**config.mk**
```make
export PLATFORM = sky130hd
export DESIGN_NAME = eoc_readout_rx_flat
export DESIGN_NICKNAME = d
export VERILOG_FILES = /design/src/rtl/eoc_pkg.sv /design/src/rtl/eoc_readout_rx_if.sv /design/src/rtl/eoc_sync_fifo.sv /design/src/rtl/eoc_readout_rx.sv /design/src/flat_wrapper.sv
export SDC_FILE = /design/constraint.sdc
export NUM_CORES = 1
export LEC_CHECK = 0
export CORE_MARGIN = 3
export CORE_UTILIZATION = 54
export CTS_CLUSTER_DIAMETER = 50
export DETAILED_ROUTE_END_ITERATION = 16
export PLACE_DENSITY = 0.74
export SYNTH_ARGS = -nofsm -noshare
export SYNTH_HDL_FRONTEND = slang
export SYNTH_SLANG_ARGS = --single-unit
```
**constraint.sdc**
```tcl
create_clock -name clk_40MHz -period 7.4 [get_ports clk_40MHz]
set_input_delay 1.85 -clock clk_40MHz [delete_from_list [all_inputs] [get_ports clk_40MHz]]
set_output_delay 1.85 -clock clk_40MHz [all_outputs]
set_load 0.05 [all_outputs]
```
**src/rtl/eoc_pkg.sv**
```systemverilog
// eoc_pkg
// Shared constants for the end-of-column readout receiver: word widths,
// the bit layout of the tagged output word and frame trailer, and the
// frame state encoding.
//   Output word : {is_trailer, addr_col, payload[DATA_W-1:0]}
//   Trailer     : payload = {1'b0, word_cnt[CNT_W-1:0], TimeStamp[TS_W-1:0]}
package eoc_pkg;

    localparam int DATA_W       = 26;
    localparam int CNT_W        = 16;
    localparam int TS_W         = 9;
    localparam int OUT_W        = DATA_W + 2;

    // Positions inside the tagged output word
    localparam int TRL_FLAG_BIT = OUT_W - 1;
    localparam int ADDR_BIT     = OUT_W - 2;

    // Positions of the trailer fields inside the payload
    localparam int TRL_TS_LSB   = 0;
    localparam int TRL_CNT_LSB  = TS_W;
    localparam int TRL_PAD_BIT  = TS_W + CNT_W;

    typedef enum logic [1:0] {
        IDLE    = 2'd0,
        ACQ     = 2'd1,
        DRAIN   = 2'd2,
        TRAILER = 2'd3
    } eoc_state_e;

    // Builds the tagged trailer word from its fields
    function automatic logic [OUT_W-1:0] make_trailer(
        input logic             addr,
        input logic [CNT_W-1:0] cnt,
        input logic [TS_W-1:0]  ts
    );
        return {1'b1, addr, 1'b0, cnt, ts};
    endfunction

endpackage

```
**src/rtl/eoc_readout_rx_if.sv**
```systemverilog
// eoc_readout_rx_if
// Groups the two word streams of the receiver:
//   chain side : col_data / col_valid in, shake_hands_next back to the chain
//   output side: out_data / out_valid to the serializer, out_ready back
// modport master : the environment (chain + serializer)
// modport slave  : the receiver itself
interface eoc_readout_rx_if;
    import eoc_pkg::*;

    logic [DATA_W-1:0] col_data;
    logic              col_valid;
    logic              shake_hands_next;
    logic [OUT_W-1:0]  out_data;
    logic              out_valid;
    logic              out_ready;

    modport master (
        output col_data, col_valid, out_ready,
        input  shake_hands_next, out_data, out_valid
    );

    modport slave (
        input  col_data, col_valid, out_ready,
        output shake_hands_next, out_data, out_valid
    );

endinterface

```
**src/rtl/eoc_sync_fifo.sv**
```systemverilog
// eoc_sync_fifo
// Single-clock first-word-fall-through FIFO. The head word is visible on
// rd_data whenever rd_valid is high; rd_en pops it.
// Ports:
//   clk, rst_n       clock, asynchronous active-low clear of pointers/count
//   wr_en, wr_data   push (ignored when full)
//   rd_en            pop (ignored when empty)
//   rd_data, rd_valid head word, forced to 0 when empty
//   count            number of stored words, 0..DEPTH
module eoc_sync_fifo #(
    parameter int WIDTH = 28,
    parameter int DEPTH = 8,
    localparam int AW   = $clog2(DEPTH)
) (
    input  logic             clk,
    input  logic             rst_n,
    input  logic             wr_en,
    input  logic [WIDTH-1:0] wr_data,
    input  logic             rd_en,
    output logic [WIDTH-1:0] rd_data,
    output logic             rd_valid,
    output logic [AW:0]      count
);

    localparam logic [AW:0] FULL_COUNT = (AW+1)'(DEPTH);

    logic [WIDTH-1:0] mem [DEPTH];
    logic [AW-1:0]    wr_ptr;
    logic [AW-1:0]    rd_ptr;
    logic             do_wr;
    logic             do_rd;

    assign do_wr    = wr_en && (count != FULL_COUNT);
    assign do_rd    = rd_en && (count != '0);
    assign rd_valid = (count != '0);
    // Empty FIFO presents zero rather than stale storage
    assign rd_data  = rd_valid ? mem[rd_ptr] : '0;

    // Storage needs no reset: nothing is visible until count says so
    always_ff @(posedge clk) begin
        if (do_wr) begin
            mem[wr_ptr] <= wr_data;
        end
    end

    // Pointers wrap naturally because DEPTH is a power of two
    always_ff @(posedge clk or negedge rst_n) begin
        if (!rst_n) begin
            wr_ptr <= '0;
            rd_ptr <= '0;
            count  <= '0;
        end else begin
            if (do_wr) wr_ptr <= wr_ptr + 1'b1;
            if (do_rd) rd_ptr <= rd_ptr + 1'b1;
            case ({do_wr, do_rd})
                2'b10:   count <= count + 1'b1;
                2'b01:   count <= count - 1'b1;
                default: count <= count;
            endcase
        end
    end

endmodule

```
**src/rtl/eoc_readout_rx.sv**
```systemverilog
// eoc_readout_rx
// End-of-column receiver for the super-pixel readout daisy chain. Accepts
// hit words from the last super pixel, tags them with the column address,
// buffers them in a FWFT FIFO and, after each shutter close once the chain
// has gone quiet, appends a frame trailer with word count and TimeStamp.
// Ports:
//   clk_40MHz   sole clock
//   rst_n       asynchronous active-low reset
//   shutter     acquisition window (synchronous)
//   TimeStamp   coarse time, captured into the trailer
//   addr_col    column address tagged into every word
//   bus         slave side of eoc_readout_rx_if (chain + output streams)
//   frame_busy  high while a frame is open, draining or awaiting its trailer
module eoc_readout_rx
    import eoc_pkg::*;
#(
    parameter int DEPTH     = 8,
    parameter int DRAIN_CYC = 16
) (
    input  logic            clk_40MHz,
    input  logic            rst_n,
    input  logic            shutter,
    input  logic [TS_W-1:0] TimeStamp,
    input  logic            addr_col,
    eoc_readout_rx_if.slave bus,
    output logic            frame_busy
);

    localparam int AW = $clog2(DEPTH);
    localparam int IW = $clog2(DRAIN_CYC + 1);
    localparam logic [AW:0]   FULL_COUNT = (AW+1)'(DEPTH);
    localparam logic [IW-1:0] IDLE_LAST  = IW'(DRAIN_CYC - 1);

    eoc_state_e       state;
    eoc_state_e       state_next;
    logic             shutter_d;
    logic             run_q;
    logic [IW-1:0]    idle_cnt;
    logic [CNT_W-1:0] word_cnt;
    logic [AW:0]      fifo_count;
    logic             fifo_full;
    logic             shake;
    logic             accept;
    logic             trailer_wr;
    logic             drain_done;
    logic [OUT_W-1:0] wr_data;

    assign fifo_full  = (fifo_count == FULL_COUNT);
    // run_q keeps the chain blocked while reset is asserted
    assign shake      = run_q && !fifo_full && (state != TRAILER);
    assign accept     = bus.col_valid && shake;
    assign trailer_wr = (state == TRAILER) && !fifo_full;
    // The cycle whose idle increment would reach DRAIN_CYC
    assign drain_done = (state == DRAIN) && !bus.col_valid && (idle_cnt == IDLE_LAST);
    assign wr_data    = trailer_wr ? make_trailer(addr_col, word_cnt, TimeStamp)
                                   : {1'b0, addr_col, bus.col_data};

    assign bus.shake_hands_next = shake;
    assign frame_busy           = (state != IDLE);

    eoc_sync_fifo #(
        .WIDTH (OUT_W),
        .DEPTH (DEPTH)
    ) u_fifo (
        .clk      (clk_40MHz),
        .rst_n    (rst_n),
        .wr_en    (accept || trailer_wr),
        .wr_data  (wr_data),
        .rd_en    (bus.out_ready),
        .rd_data  (bus.out_data),
        .rd_valid (bus.out_valid),
        .count    (fifo_count)
    );

    // State register plus the delayed shutter used for edge detection
    always_ff @(posedge clk_40MHz or negedge rst_n) begin
        if (!rst_n) begin
            state     <= IDLE;
            shutter_d <= 1'b0;
            run_q     <= 1'b0;
        end else begin
            state     <= state_next;
            shutter_d <= shutter;
            run_q     <= 1'b1;
        end
    end

    // Frame sequencing: open on shutter, drain after its fall, then trailer
    always_comb begin
        state_next = state;
        case (state)
            IDLE:    if (shutter) state_next = ACQ;
            ACQ:     if (shutter_d && !shutter) state_next = DRAIN;
            DRAIN:   if (drain_done) state_next = TRAILER;
            TRAILER: if (trailer_wr) state_next = IDLE;
            default: state_next = IDLE;
        endcase
    end

    // Quiet-chain counter: held at zero during acquisition so DRAIN starts
    // fresh, and restarted by any late hit offered while draining
    always_ff @(posedge clk_40MHz or negedge rst_n) begin
        if (!rst_n) begin
            idle_cnt <= '0;
        end else if (state == ACQ) begin
            idle_cnt <= '0;
        end else if (state == DRAIN) begin
            idle_cnt <= bus.col_valid ? '0 : idle_cnt + 1'b1;
        end
    end

    // Saturating frame word counter, cleared as its value leaves in a trailer
    always_ff @(posedge clk_40MHz or negedge rst_n) begin
        if (!rst_n) begin
            word_cnt <= '0;
        end else if (trailer_wr) begin
            word_cnt <= '0;
        end else if (accept && (word_cnt != '1)) begin
            word_cnt <= word_cnt + 1'b1;
        end
    end

endmodule

```
**src/flat_wrapper.sv**
```systemverilog
// flat-port wrapper written by rule: the top's interface ports become plain ports
module eoc_readout_rx_flat import eoc_pkg::*;
#(
    parameter int DEPTH     = 8,
    parameter int DRAIN_CYC = 16
)
  (clk_40MHz, rst_n, shutter, TimeStamp, addr_col, frame_busy, bus_col_data, bus_col_valid, bus_out_ready, bus_shake_hands_next, bus_out_data, bus_out_valid);
  eoc_readout_rx_if bus_i ();
  input  logic clk_40MHz;
  input  logic rst_n;
  input  logic shutter;
  input  logic [TS_W-1:0] TimeStamp;
  input  logic addr_col;
  output logic frame_busy;
  input wire logic [$bits(bus_i.col_data)-1:0] bus_col_data;
  input wire logic [$bits(bus_i.col_valid)-1:0] bus_col_valid;
  input wire logic [$bits(bus_i.out_ready)-1:0] bus_out_ready;
  output wire logic [$bits(bus_i.shake_hands_next)-1:0] bus_shake_hands_next;
  output wire logic [$bits(bus_i.out_data)-1:0] bus_out_data;
  output wire logic [$bits(bus_i.out_valid)-1:0] bus_out_valid;
  assign bus_i.col_data = bus_col_data;
  assign bus_i.col_valid = bus_col_valid;
  assign bus_i.out_ready = bus_out_ready;
  assign bus_shake_hands_next = bus_i.shake_hands_next;
  assign bus_out_data = bus_i.out_data;
  assign bus_out_valid = bus_i.out_valid;
  eoc_readout_rx #(.DEPTH(DEPTH), .DRAIN_CYC(DRAIN_CYC)) u_core (.clk_40MHz(clk_40MHz), .rst_n(rst_n), .shutter(shutter), .TimeStamp(TimeStamp), .addr_col(addr_col), .bus(bus_i), .frame_busy(frame_busy));
endmodule
```
==> summary.txt, run 1 <==
Outcome
  • Outcome: finished clean

Clocking
  • Clk slew on worst S/H paths: 0.06 ns
  • Clock buffer depth: 3
  • Clk root buf: clkbuf_16
  • Clk sinks: 259
  • Hold buffer count at cts: 0
  • CTS tree: yes
  • Post-CTS Setup Repair Bufs: 0
  • CTS Buf Count: 27
  • Clk_lat worst skew: 0.53 ns
  • H-tree Lvls: 1
  • Post-CTS sizing: 0

Synthesis
  • Syn_nets: 703
  • Synthesized cell area: 10800 um2
  • Area share of the largest cell type after synthesis: 62.26%
  • Most frequent cells after synthesis: 224 x edfxtp_1, 94 x nand2_1, 56 x mux4_2, 36 x nor2_1, 35 x dfrtp_1
  • Syn. warnings: 0
  • Synth Flop Type: edfxtp_1
  • Synth unique cells: 51
  • Mapped Cells: 649
  • Mean Syn Cell Area: 16.65 um2
  • Top cells by area, synth: edfxtp_1 62%, mux4_2 12%, dfrtp_1 8.1%, nand2_1 3.3%, mux2i_1 2.7%
  • Most common cell in the netlist: edfxtp_1
  • Area leader, netlist: edfxtp_1
  • EDFF count, synth: 224
  • Synthesis-stage register bit count: 259
  • Seq/Total Area, Yosys: 70.36%
  • Ys async rst share: 13.51%

Timing
  • Final setup vio count: 0
  • RSZ-0062 raised after global routing: false
  • Final min period: 5.365 ns
  • Final max-slew violation count: 0
  • Max Clock Skew: 0.01758 ns
  • Hold WS: 0.5229 ns
  • Max Clock Freq: 186.4 MHz
  • Max-slew headroom: 27.21%
  • Final hold vios: 0
  • Total negative setup slack: 0 ns
  • Final worst-path setup slack: 2.035 ns
  • Period utilisation layout: 72.50%
  • Tightest Pin Transition: 1.092 ns

Critical path
  • Arrival time worst endpoint: 3.51 ns
  • Crit Path Class: flip-flop to output port
  • CP Max Fanout: 33
  • Startpoint Class: flip-flop
  • Element type at the critical path end: output port
  • CP required: 5.55 ns

Global routing
  • Met2 Usage GRT: 35.18%
  • M1 GR Usage: 30.51%
  • Vias in the first global route: 6227
  • Largest net degree at the start of global routing: 41
  • Met3 GRT Util: 2.912%
  • Antenna violations before repair: 0
  • Gr usage total: 21.06%
  • GRT busiest layer: met2
  • Global-route wire length before repair: 35.55 mm
  • Total grt overflow: 0

Run
  • Max-cap viol count: 0

Power and ir drop
  • Cell leakage power: 4.487 nW
  • Power Density: 445.0 nW/um2
  • Peak supply drop: 0.3044 mV

Layout
  • Share of cells above drive strength 1: 17.40%
  • Final instance area: 12700 um2
  • Fill cells: 1359
  • Ant. Diodes: 0
  • Area grow syn2layout: 17.59%
  • Final-stage net count: 786

Die
  • Die area: 21740 um2
  • Horiz. Die Dim: 147.5 um
  • Core Rows: 51
  • Initial core utilization: 55.15%
  • Die height: 147.5 um
  • Core area: 19590 um2
  • Io pins: 72

Route
  • Final ANT Viol Nets: 0
  • Total Routed Length: 22.08 mm
  • Wire per inst: 21.69 um
  • Via Count: 5927
  • Vias/cell: 5.822
  • Initial DRT Pass Iterations: 5
  • DRC: 0
  • Initial detailed-routing violation count: 701

Placement
  • Pre-CTS WS: 2.479 ns
  • RD Place Congestion: 0.8671
  • Post-DP Area: 11870 um2
  • PortBufs: 71
  • Dpl hpwl: 13.25 mm

Min path
  • Hold WC Path Type: flip-flop to flip-flop
==> layout by cell type (no fill, tap or decap), types with 3 or more instances in the layout <==
master	count
edfxtp_1	224
nand2_1	94
clkdlybuf4s50_1	71
mux4_2	56
nor2_1	35
dfrtp_1	32
mux2i_1	29
clkbuf_16	27
buf_4	17
o21ai_0	15
ha_1	13
inv_1	12
clkinv_1	11
nand3_1	10
a21oi_1	8
and3_1	6
xor2_1	5
nand4_1	5
a31oi_1	5
o31ai_1	5
clkbuf_1	5
nor2b_1	4
mux2_2	4
xnor2_1	4
nor2_2	3
nor3b_2	3
and4_1	3
or3_1	3
o311ai_0	3
==> sequential cells by signal (all words and copies together) (netlist names) <==
register / cells
u_core.state: 2
u_core.idle_cnt: 5
u_core.run_q: 1
u_core.u_fifo.count: 4
u_core.word_cnt: 16
u_core.u_fifo.rd_ptr: 3
u_core.u_fifo.wr_ptr: 3
u_core.u_fifo.mem: 224
u_core.shutter_d: 1
==> per-stage QoR <==
step | power, mW | utilization [%] | instances
floorplan | 3.748 | - | 649
global placement | 4.379 | 60.61 | 968
detailed placement | 4.448 | 60.61 | 968
CTS | 5.708 | 64.85 | 1018
global route | 5.941 | 64.85 | 1018
finish | 5.654 | 64.85 | 1018
==> logic make-up (layout without fill, tap and decap cells) <==
kind of cell    Yosys count  after routing  synth area share, %
compound gates           46             46                2.745
xor+xnor                  9              9               0.7295
fa+ha+maj                13             13                1.506
buf+inv                  47            151                1.876
flops                   259            259                70.36
mux                      89             89                14.78
other cells               1              1              0.03471
simple gates            185            185                7.968
==> final cells by class <==
cell class	instances	area, um2	area share (%)
clock buffer	32	694.4	5.466
inverter	13	48.80	0.3841
timing repair buffer	88	838.3	6.598
clock inverter	18	136.4	1.073
tap	265	331.6	2.610
sequential	259	7609	59.89
multi-input combinational	343	3047	23.98
==> path summary, 6_finish.rpt <==
path	from	to	slack, ns	cells past startpoint
min reg2reg	u_core.idle_cnt[0]	u_core.idle_cnt[0]	0.52	1
min in group asynchronous	rst_n	u_core.idle_cnt[2]	1.75	2
min	u_core.idle_cnt[0]	u_core.idle_cnt[0]	0.52	1
max in group asynchronous	rst_n	u_core.u_fifo.rd_ptr[0]	5.29	2
max reg2reg	u_core.state[1]	u_core.u_fifo.mem[3][5]	4.26	6
max	u_core.u_fifo.rd_ptr[0]	bus_out_data[10]	2.04	5
==> power breakdown <==
group | switching [mW] | leakage, nW | total (mW) | internal, mW
logic | 1.33 | 1.60 | 2.20 | 0.863
clock network | 0.518 | 0.401 | 1.25 | 0.737
registers | 0.248 | 2.48 | 2.20 | 1.96
==> worst max-delay path, cell delays in order, from the launching register on <==
cell and delay (ns):
dfrtp_4 0.86, buf_4 0.57, mux4_2 0.56, mux2i_1 0.20, nor2_1 0.08, clkdlybuf4s50_1 0.71
==> layer usage <==
metal / share of wire, % / wire length (um)
met1: 43 / 9598
met2: 50 / 11150
met3: 4.7 / 1048
met4: 1.3 / 287
met5: 0 / 0
Note: power is estimated with default switching activity, not from simulation.
==> run 2: changes to the inputs <==
--- a/config.mk
+++ b/config.mk
@@ -6,10 +6,10 @@
 export NUM_CORES = 1
 export LEC_CHECK = 0
 export CORE_MARGIN = 3
-export CORE_UTILIZATION = 54
+export CORE_UTILIZATION = 53
 export CTS_CLUSTER_DIAMETER = 50
 export DETAILED_ROUTE_END_ITERATION = 16
-export PLACE_DENSITY = 0.74
+export PLACE_DENSITY = 0.76
 export SYNTH_ARGS = -nofsm -noshare
 export SYNTH_HDL_FRONTEND = slang
 export SYNTH_SLANG_ARGS = --single-unit
==> constraint.sdc (replaced) <==
create_clock -name clk_40MHz -period 4.4 [get_ports clk_40MHz]
set_input_delay 1.1 -clock clk_40MHz [delete_from_list [all_inputs] [get_ports clk_40MHz]]
set_output_delay 1.1 -clock clk_40MHz [all_outputs]
set_load 0.05 [all_outputs]
==> run 2 against run 1 <==
Effect of this change: first-iteration DRC count fell by 1.1%; die area rose by 1.8%; register-to-register slack got worse by 2.6 ns; clock-buffer cell count rose by 1; sequential power rose by 66%; clock skew rose by 0.0049 ns; hold slack got worse by 0.0057 ns; global-route usage rose by 0.27 points; final cell count rose by 1.1%; sequential cell count did not move; critical path depth did not move.
==> summary.txt, run 2 (synthesis results as in run 1) <==
Outcome
  • Outcome: finished clean

Route
  • Initial detailed-routing violation count: 693
  • Final ANT Viol Nets: 0
  • Initial DRT Pass Iterations: 6
  • Via Count: 6186
  • DRC: 0
  • Wire per inst: 22.62 um
  • Total Routed Length: 23.28 mm
  • Vias/cell: 6.012

Layout
  • Share of cells above drive strength 1: 19.11%
  • Most frequent cells in the layout: 224 x edfxtp_1, 94 x nand2_1, 71 x clkdlybuf4s50_1, 56 x mux4_2, 35 x nor2_1
  • Area grow syn2layout: 19.21%
  • Largest register FFs: 224
  • Final-stage net count: 798
  • Final instance area: 12880 um2
  • Biggest register: u_core.u_fifo.mem
  • Top flop regs: u_core.u_fifo.mem (224), u_core.word_cnt (16), u_core.idle_cnt (5)
  • Most common cell after layout, fill and taps aside: edfxtp_1
  • Fill cells: 1300
  • Core Util, Final: 65.32%
  • Ant. Diodes: 0

Run
  • Max-cap viol count: 0

Clocking
  • Clock buffer depth: 3
  • H-tree Lvls: 1
  • Clk sinks: 259
  • Clk_lat worst skew: 0.55 ns
  • CTS tree: yes
  • CTS Buf Count: 28
  • Clk slew on worst S/H paths: 0.06 ns
  • Clk root buf: clkbuf_16

Critical path
  • Startpoint Class: flip-flop
  • CP Cell Sequence: buf_4, mux4_2, mux2i_1, nor2_1, clkdlybuf4s50_1
  • R2r worst-path depth: 11
  • Slowest cell delay on critical path: 0.70 ns
  • Worst R2R End: u_core.u_fifo.count[2]
  • CP required: 3.30 ns
  • Crit Path Class: flip-flop to output port
  • Arrival time worst endpoint: 3.07 ns
  • Worst path slowest cell: clkdlybuf4s50_1
  • Element type at the critical path end: output port
  • Worst r2r src: u_core.u_fifo.count[2]
  • Reg2Reg Setup Slack: 1.65 ns
  • CP Max Fanout: 15

Timing
  • Period utilisation layout: 94.68%
  • RSZ-0062 raised after global routing: false
  • Final max-slew violation count: 0
  • Final min period: 4.166 ns
  • Total negative setup slack: 0 ns
  • Max Clock Skew: 0.02253 ns
  • Final hold vios: 0
  • Max Clock Freq: 240.0 MHz
  • Tightest Pin Transition: 0.7881 ns
  • Hold WS: 0.5172 ns
  • Max-slew headroom: 47.30%
  • Final setup vio count: 0

Global routing
  • Antenna violations before repair: 0
  • Global-route wire length before repair: 35.94 mm
  • Total grt overflow: 0
  • Vias in the first global route: 6380
  • Largest net degree at the start of global routing: 42
  • Gr usage total: 21.33%

Power and ir drop
  • Total power: 9.731 mW
  • Peak supply drop: 0.5670 mV
  • Cell leakage power: 4.577 nW
  • Power Density: 755.5 nW/um2

Die
  • Die area: 22130 um2
  • Die height: 148.8 um
  • Initial core utilization: 54.79%
  • Core area: 19720 um2
  • Core Rows: 51
  • Horiz. Die Dim: 148.8 um
  • Io pins: 72

Placement
  • Post-DP Area: 12000 um2
  • Dpl hpwl: 14.04 mm
  • RD Place Congestion: 0.8208
  • PortBufs: 71

Min path
  • Hold Path Origin: u_core.idle_cnt[0]
  • Hold path endpoint: u_core.idle_cnt[0]
  • Hold WC Path Type: flip-flop to flip-flop
  • WHS Path Cells: 1
run 2: final cells by class:
class	count	area [um2]	share of cell area, %
clock buffers	33	719.4	5.586
clock inverters	17	132.6	1.030
inverters	13	48.80	0.3789
multi-input cells	343	3073	23.86
flip-flops and latches	259	7609	59.07
well taps	265	331.6	2.574
repair buffers	99	965.9	7.499
run 2: through the flow:
step / cells / worst slack [ns]
floorplan: 649 / 0.3351
CTS: 1028 / 0.02910
detailed placement: 978 / 0.6497
global route: 1029 / 0.1278
global placement: 978 / 0.6678
finish: 1029 / 0.2340
run 2: power breakdown:
| group | switching (mW) | internal [mW] |
|---|---|---|
| clock | 0.915 | 1.23 |
| combinational | 2.40 | 1.54 |
| sequential | 0.356 | 3.29 |
| total | 3.67 | 6.06 |
run 2: layer usage:
metal | up-vias | part of all wire [%] | GRT usage (%)
met5 | - | 0 | 0
met4 | 0 | 3.5 | 8.787
met3 | 63 | 7.2 | 2.735
met2 | 295 | 50 | 35.10
met1 | 3116 | 39 | 29.40
li1 | 2712 | - | -
run 2: how the worst max path moves through the flow:
stage                       startpoint  slack [ns]  depth (start not counted)                       to
3_3_place_gp   u_core.u_fifo.rd_ptr[0]        0.67                          5          bus_out_data[9]
2_1_floorplan            bus_col_valid        0.34                          4  u_core.u_fifo.mem[6][0]
6_report       u_core.u_fifo.rd_ptr[0]        0.23                          5         bus_out_data[11]
3_5_place_dp   u_core.u_fifo.rd_ptr[0]        0.65                          5          bus_out_data[9]
5_1_grt        u_core.u_fifo.rd_ptr[0]        0.13                          5         bus_out_data[11]
4_1_cts        u_core.u_fifo.rd_ptr[0]        0.03                          5         bus_out_data[11]
run 2: timing repair:
action                     in CTS  in global routing
gates resized for setup         0                  0
hold buffers                    0                  0
buffers inserted                0                  1
setup endpoints to repair       0                  5
run 2: critical path: cells and delay by family, from the launching register on:
family                 cells  cell delay (ns)
and+or+nand+nor            1             0.07
muxes                      2             0.74
buffers and inverters      2             1.02
DFF                        1             0.68
